[src/rtl/fft_bitrev_reorder_pkg.sv]
// Shared FFT helpers: index bit reversal, log2 sizing and the default sample word.
package fft_pkg;

  localparam int SAMPLE_WIDTH = 8;

  typedef struct packed {
    logic [SAMPLE_WIDTH-1:0] re;
    logic [SAMPLE_WIDTH-1:0] im;
  } sample_t;

  function automatic int log2_ceil(input int n);
    return $clog2(n);
  endfunction

  // Reverses the low nbits of value; bits above nbits come back as zero.
  function automatic logic [31:0] bit_reverse(input logic [31:0] value, input int nbits);
    logic [31:0] r;
    r = '0;
    for (int i = 0; i < 32; i++) begin
      if (i < nbits) r[5'(nbits - 1 - i)] = value[5'(i)];
    end
    return r;
  endfunction

endpackage

[src/rtl/fft_bitrev_reorder_if.sv]
// Streaming sample bus around the reorder stage: bit-reversed samples in, natural-order samples out.
interface fft_bitrev_reorder_if #(
  parameter int WIDTH = 8
);
  logic             enable_in;
  logic [WIDTH-1:0] in_re;
  logic [WIDTH-1:0] in_im;
  logic             enable_out;
  logic [WIDTH-1:0] out_re;
  logic [WIDTH-1:0] out_im;

  modport master (
    output enable_in, in_re, in_im,
    input  enable_out, out_re, out_im
  );

  modport slave (
    input  enable_in, in_re, in_im,
    output enable_out, out_re, out_im
  );
endinterface

[src/rtl/fft_bitrev_reorder_ram.sv]
// Simple dual-port RAM for the ping-pong frame buffer; one-cycle synchronous read, contents never reset.
module reorder_ram #(
  parameter int AW = 7,
  parameter int DW = 16
) (
  input  logic          clk,
  input  logic          we_i,
  input  logic [AW-1:0] waddr_i,
  input  logic [DW-1:0] wdata_i,
  input  logic          re_i,
  input  logic [AW-1:0] raddr_i,
  output logic [DW-1:0] rdata_o
);

  logic [DW-1:0] mem_q [0:(1<<AW)-1];
  logic [DW-1:0] rdata_q;

  always_ff @(posedge clk) begin
    if (we_i) mem_q[waddr_i] <= wdata_i;
    if (re_i) rdata_q <= mem_q[raddr_i];
  end

  assign rdata_o = rdata_q;

endmodule

[src/rtl/fft_bitrev_reorder.sv]
// Reorders bit-reversed SDF FFT frames into natural order through a ping-pong buffer.
// First natural sample leaves two cycles after the frame's last input; frames stream back-to-back.
module fft_bitrev_reorder
  import fft_pkg::*;
#(
  parameter int N     = 64,
  parameter int WIDTH = 8
) (
  input logic                clk,
  input logic                rst_n,
  fft_bitrev_reorder_if.slave bus
);

  localparam int LOGN = log2_ceil(N);
  localparam int AW   = LOGN + 1;

  typedef struct packed {
    logic [WIDTH-1:0] re;
    logic [WIDTH-1:0] im;
  } word_t;

  typedef enum logic {IDLE, READ} state_e;

  logic [LOGN-1:0] wcnt_q;
  logic            wbank_q;
  logic [LOGN-1:0] wcnt_rev;
  logic            frame_done;

  state_e          state_q;
  logic [LOGN-1:0] rcnt_q;
  logic            rbank_q;
  logic            rd_en;

  logic            rd_vld_q;
  logic            enable_out_q;
  logic [WIDTH-1:0] out_re_q;
  logic [WIDTH-1:0] out_im_q;
  word_t           rdata;
  word_t           wdata;

  assign wcnt_rev   = LOGN'(bit_reverse(32'(wcnt_q), LOGN));
  assign frame_done = bus.enable_in && (wcnt_q == LOGN'(N - 1));
  assign wdata      = '{re: bus.in_re, im: bus.in_im};

  always_ff @(posedge clk or negedge rst_n) begin
    if (!rst_n) begin
      wcnt_q  <= '0;
      wbank_q <= 1'b0;
    end else if (bus.enable_in) begin
      wcnt_q <= wcnt_q + LOGN'(1);
      if (frame_done) wbank_q <= ~wbank_q;
    end
  end

  // frame_done is seen in the same cycle the last word is written, so rbank
  // picks up wbank before it toggles, i.e. the bank that just filled.
  always_ff @(posedge clk or negedge rst_n) begin
    if (!rst_n) begin
      state_q <= IDLE;
      rcnt_q  <= '0;
      rbank_q <= 1'b0;
    end else begin
      case (state_q)
        IDLE: begin
          if (frame_done) begin
            rbank_q <= wbank_q;
            rcnt_q  <= '0;
            state_q <= READ;
          end
        end
        READ: begin
          if (rcnt_q == LOGN'(N - 1)) begin
            rcnt_q <= '0;
            if (frame_done) rbank_q <= wbank_q;
            else            state_q <= IDLE;
          end else begin
            rcnt_q <= rcnt_q + LOGN'(1);
          end
        end
        default: state_q <= IDLE;
      endcase
    end
  end

  assign rd_en = (state_q == READ);

  reorder_ram #(
    .AW (AW),
    .DW (2 * WIDTH)
  ) u_ram (
    .clk     (clk),
    .we_i    (bus.enable_in),
    .waddr_i ({wbank_q, wcnt_rev}),
    .wdata_i (wdata),
    .re_i    (rd_en),
    .raddr_i ({rbank_q, rcnt_q}),
    .rdata_o (rdata)
  );

  always_ff @(posedge clk or negedge rst_n) begin
    if (!rst_n) begin
      rd_vld_q     <= 1'b0;
      enable_out_q <= 1'b0;
      out_re_q     <= '0;
      out_im_q     <= '0;
    end else begin
      rd_vld_q     <= rd_en;
      enable_out_q <= rd_vld_q;
      if (rd_vld_q) begin
        out_re_q <= rdata.re;
        out_im_q <= rdata.im;
      end
    end
  end

  assign bus.enable_out = enable_out_q;
  assign bus.out_re     = out_re_q;
  assign bus.out_im     = out_im_q;

endmodule
[src/flat_wrapper.sv]
// flat-port wrapper written by rule: the top's interface ports become plain ports
module fft_bitrev_reorder_flat import fft_pkg::*;
#(
  parameter int N     = 64,
  parameter int WIDTH = 8
)
  (clk, rst_n, bus_enable_in, bus_in_re, bus_in_im, bus_enable_out, bus_out_re, bus_out_im);
  fft_bitrev_reorder_if #(.WIDTH(WIDTH)) bus_i ();
  input logic clk;
  input logic rst_n;
  input wire logic [$bits(bus_i.enable_in)-1:0] bus_enable_in;
  input wire logic [$bits(bus_i.in_re)-1:0] bus_in_re;
  input wire logic [$bits(bus_i.in_im)-1:0] bus_in_im;
  output wire logic [$bits(bus_i.enable_out)-1:0] bus_enable_out;
  output wire logic [$bits(bus_i.out_re)-1:0] bus_out_re;
  output wire logic [$bits(bus_i.out_im)-1:0] bus_out_im;
  assign bus_i.enable_in = bus_enable_in;
  assign bus_i.in_re = bus_in_re;
  assign bus_i.in_im = bus_in_im;
  assign bus_enable_out = bus_i.enable_out;
  assign bus_out_re = bus_i.out_re;
  assign bus_out_im = bus_i.out_im;
  fft_bitrev_reorder #(.N(N), .WIDTH(WIDTH)) u_core (.clk(clk), .rst_n(rst_n), .bus(bus_i));
endmodule
[config.mk]
export PLATFORM = sky130hd
export DESIGN_NAME = fft_bitrev_reorder_flat
export DESIGN_NICKNAME = d
export VERILOG_FILES = /design/src/rtl/fft_bitrev_reorder_pkg.sv /design/src/rtl/fft_bitrev_reorder_if.sv /design/src/rtl/fft_bitrev_reorder_ram.sv /design/src/rtl/fft_bitrev_reorder.sv /design/src/flat_wrapper.sv
export SDC_FILE = /design/constraint.sdc
export NUM_CORES = 2
export LEC_CHECK = 0
export CAP_MARGIN = 0
export CORE_ASPECT_RATIO = 0.75
export CORE_MARGIN = 5
export CORE_UTILIZATION = 40
export DETAILED_ROUTE_END_ITERATION = 8
export PLACE_DENSITY = 0.56
export SLEW_MARGIN = 25
export SYNTH_ARGS = -nofsm -noshare
export SYNTH_HDL_FRONTEND = slang
export SYNTH_SLANG_ARGS = --single-unit
[constraint.sdc]
create_clock -name clk -period 3 [get_ports clk]
set_input_delay 0.3 -clock clk [delete_from_list [all_inputs] [get_ports clk]]
set_output_delay 0.3 -clock clk [all_outputs]
set_load 0.005 [all_outputs]
==> qor.yml <==
setup_viol: 0
fin_ws_ns: 0.04224
critPathLaunchType: "register"
routedWlPerCell_um: 32.03
htree_levels: 4
ant_nets: 0
coreArea_sq_mm: 0.2022
grt_busiest_layer: "met1"
overflow: 0
arrival_ns: 3.64
hold_ws_ns: 0.03460
cts_buffer_depth: 4
die_y_um: 400.0
syn_avg_cell_area_sq_um: 21.14
clkTransAtPathRegs_ns: 0.06
dieArea_sq_mm: 0.2120
dieWidth_um: 530.0
met2_usage_pct: 30.88
dp_hpwl_mm: 142.8
drive_gt1_share_pct: 29.92
regArea_sq_mm: 0.06283
ys_warn_count: 0
first_global_vias: 40521
postLayoutCellArea_sq_mm: 0.09543
cp_max_fo: 24
finalHoldViolCount: 0
slew_violations: 0
synth_adder_area_share_pct: 0.03084
grt_max_degree: 129
antenna_found_initial: 12
synthMuxAreaShare_pct: 15.48
outcome: "complete, no violations"
rsz0062_at_grt: "no"
period_minus_slack_ns: 2.958
grt_util_all_layers_pct: 21.41
power_density_mw_per_mm2: 754.7
synth_ff_type: "edfxtp_1"
synthXorXnorAreaFrac_pct: 0.07557
cts.sinks: 2097
start_util_pct: 40.13
synth-seq-area-share_pct: 77.41
use_met1_pct: 33.06
clk_latency_ns: 0.85
io_buffers: 35
viasPerCell: 5.810
synth_edf_count: 2064
peakVddDrop_v: 0.0005331
use_met3_pct: 4.893
netlist_area_sq_mm: 0.08113
ys_seq_elements: 2097
synthCells: 3837
async_flop_share_pct: 1.574
min_period_over_period_pct: 98.59
rows: 143
vias: 41759
path_class: "register to register"
synth_top_family_by_area: "multiplexers"
endpoint_kind: "register"
cap_viol_max_count: 0
first_pass_iters: 6
nets: 4368
area_delta_synth_final_pct: 17.63
cts_root_buf: "clkbuf_16"
worst_pin_slew_ns: 1.048
cts_tree: "built"
synthSimpleGateAreaFrac_pct: 1.982
instances_no_fill: 7188
synth.distinct_cells: 56
dr.first_iter.drc_count: 5026
hp-class: "primary input to register"
dp.cells: 6805
finClkSkew_ns: 0.04877
io_pins: 36
multi_input_area_sq_mm: 0.01733
nFillCells: 16683
dpl_worst_slack_ns: -0.5575
fmax_mhz: 338.1
route.detailed.drc: 0
worstPathRequired_ns: 3.68
routed_wl_mm: 230.2
p_leak_uw: 0.02936
cts_buffers: 204
grt_pass1_wl_mm: 320.2
post-route-util_pct: 47.20
synth-compound-area-share_pct: 3.280
syn-num-nets: 3858
relSlewSlack_pct: 30.12
globalplace.congestion: 0.8485
dpl-instance-area_sq_mm: 0.08870
-- routing by layer --
| metal | wire [um] | vias up |
|---|---|---|
| met1 | 102400 | 22402 |
| met3 | 22020 | 305 |
| met5 | 12 | - |
| li1 | - | 17062 |
| met4 | 5581 | 2 |
| met2 | 100200 | 1988 |
-- through the flow --
stage               power (uW)   TNS, ns
floorplan                41750         0
global placement         47510    -1.095
detailed placement       47570    -1.230
CTS                      72370  -0.05932
global route             74580         0
finish                   72030         0
-- layout by cell type, fill, tap and decap left out, drive strengths merged, types with 33 or more instances in the layout --
cell type,n
o21ai,65
mux2,45
o22ai,44
buf,500
mux4,404
a21oi,51
nand2,107
a211oi,40
mux2i,295
clkinv,80
nand3,49
edfxtp,2064
clkbuf,257
a22oi,77
dfrtp,33
nor2,144
-- worst max-delay path, stage by stage (launching register included) --
cell,delay (ns)
dfrtp_4,0.55
buf_12,0.20
nand3b_2,0.27
buf_12,0.21
o22ai_1,0.24
a211o_1,0.21
o21ai_0,0.11
buf_4,0.16
a31oi_1,0.56
o31a_1,0.22
-- power breakdown --
group	internal, uW	leakage [uW]	switching, uW
logic	6350	0.00732	7420
registers	33000	0.0190	466
clock network	14100	0.00308	10700
total	53400	0.0294	18600
-- cells in the mapped netlist, types with 3 or more instances --
library cell | count | share of area [%]
mux4_2 | 404 | 11
a32oi_1 | 17 | 0.18
nand3_1 | 49 | 0.30
buf_2 | 39 | 0.24
a22oi_1 | 77 | 0.71
nor2b_1 | 30 | 0.23
a41oi_1 | 7 | 0.076
a21oi_1 | 51 | 0.31
a2111oi_0 | 9 | 0.097
nand2_1 | 107 | 0.50
buf_1 | 7 | 0.032
o21ai_0 | 64 | 0.39
o221ai_1 | 5 | 0.054
a22o_1 | 3 | 0.032
nor3_1 | 9 | 0.056
a221oi_1 | 9 | 0.097
o211ai_1 | 19 | 0.18
or3_1 | 3 | 0.023
a31oi_1 | 16 | 0.12
buf_6 | 26 | 0.36
mux2_2 | 45 | 0.62
xnor2_1 | 5 | 0.054
clkbuf_1 | 78 | 0.36
and2_1 | 7 | 0.054
a211o_1 | 3 | 0.032
buf_4 | 75 | 0.69
nor2_1 | 144 | 0.67
o311ai_0 | 11 | 0.12
o22ai_1 | 44 | 0.34
edfxtp_1 | 2064 | 76
mux2i_1 | 295 | 3.6
dfrtp_1 | 33 | 1.0
a211oi_1 | 40 | 0.37
nand4_1 | 6 | 0.046
nand2b_1 | 8 | 0.062
-- flip-flops by register name, indices dropped and copies added (netlist names) --
register               count
u_core.rd_en               1
u_core.wbank_q             1
u_core.wcnt_q              6
u_core.rbank_q             1
u_core.u_ram.rdata_o      16
u_core.bus.out_im          8
u_core.rd_vld_q            1
u_core.bus.out_re          8
u_core.rcnt_q              6
u_core.u_ram.mem_q      2048
u_core.bus.enable_out      1
-- layout make-up --
class,instances,share of cell area [%]
tap,2682,3.516
clock buffer,253,5.631
multi-input combinational,1510,18.16
clock inverter,105,1.002
inverter,3,0.01311
timing repair buffer,531,5.830
antenna,7,0.01835
sequential,2097,65.83
-- cell families (layout without fill, tap and decap cells) --
family / Yosys count / in the layout
multiplexers: 744 / 744
AND/OR/NAND/NOR: 368 / 368
other: 0 / 7
flip-flops: 2097 / 2097
buffers and inverters: 230 / 892
adder cells (fa/ha/maj): 2 / 2
XOR/XNOR: 7 / 7
AO/OA/AOI/OAI: 389 / 389
-- timing repair --
| item | CTS | global route |
|---|---|---|
| pin swaps | 0 | 3 |
| setup buffers | 0 | 5 |
| endpoints found under the setup margin | 7 | 12 |
| resized for setup | 17 | 21 |
| hold endpoints to repair | 234 | 0 |
| hold buffers | 9 | 0 |
| gates cloned | 0 | 4 |
-- path summary, 6_finish.rpt --
kind	start	end	slack (ns)	depth (start not counted)
max	u_core.rcnt_q[1]$_DFFE_PN0P_	u_core.u_ram.rdata_o[9]$_DFFE_PP_	0.04	9
min	bus_in_im[3]	u_core.u_ram.mem_q[38][3]$_DFFE_PP_	0.03	1
max reg2reg	u_core.rcnt_q[1]$_DFFE_PN0P_	u_core.u_ram.rdata_o[9]$_DFFE_PP_	0.04	9
min reg2reg	u_core.u_ram.rdata_o[6]$_DFFE_PP_	u_core.bus.out_im[6]$_DFFE_PN0P_	0.49	1
max in group asynchronous	rst_n	u_core.rcnt_q[3]$_DFFE_PN0P_	2.44	2
min in group asynchronous	rst_n	u_core.wcnt_q[1]$_DFFE_PN0P_	0.11	2
(Power assumes the default switching activity.)
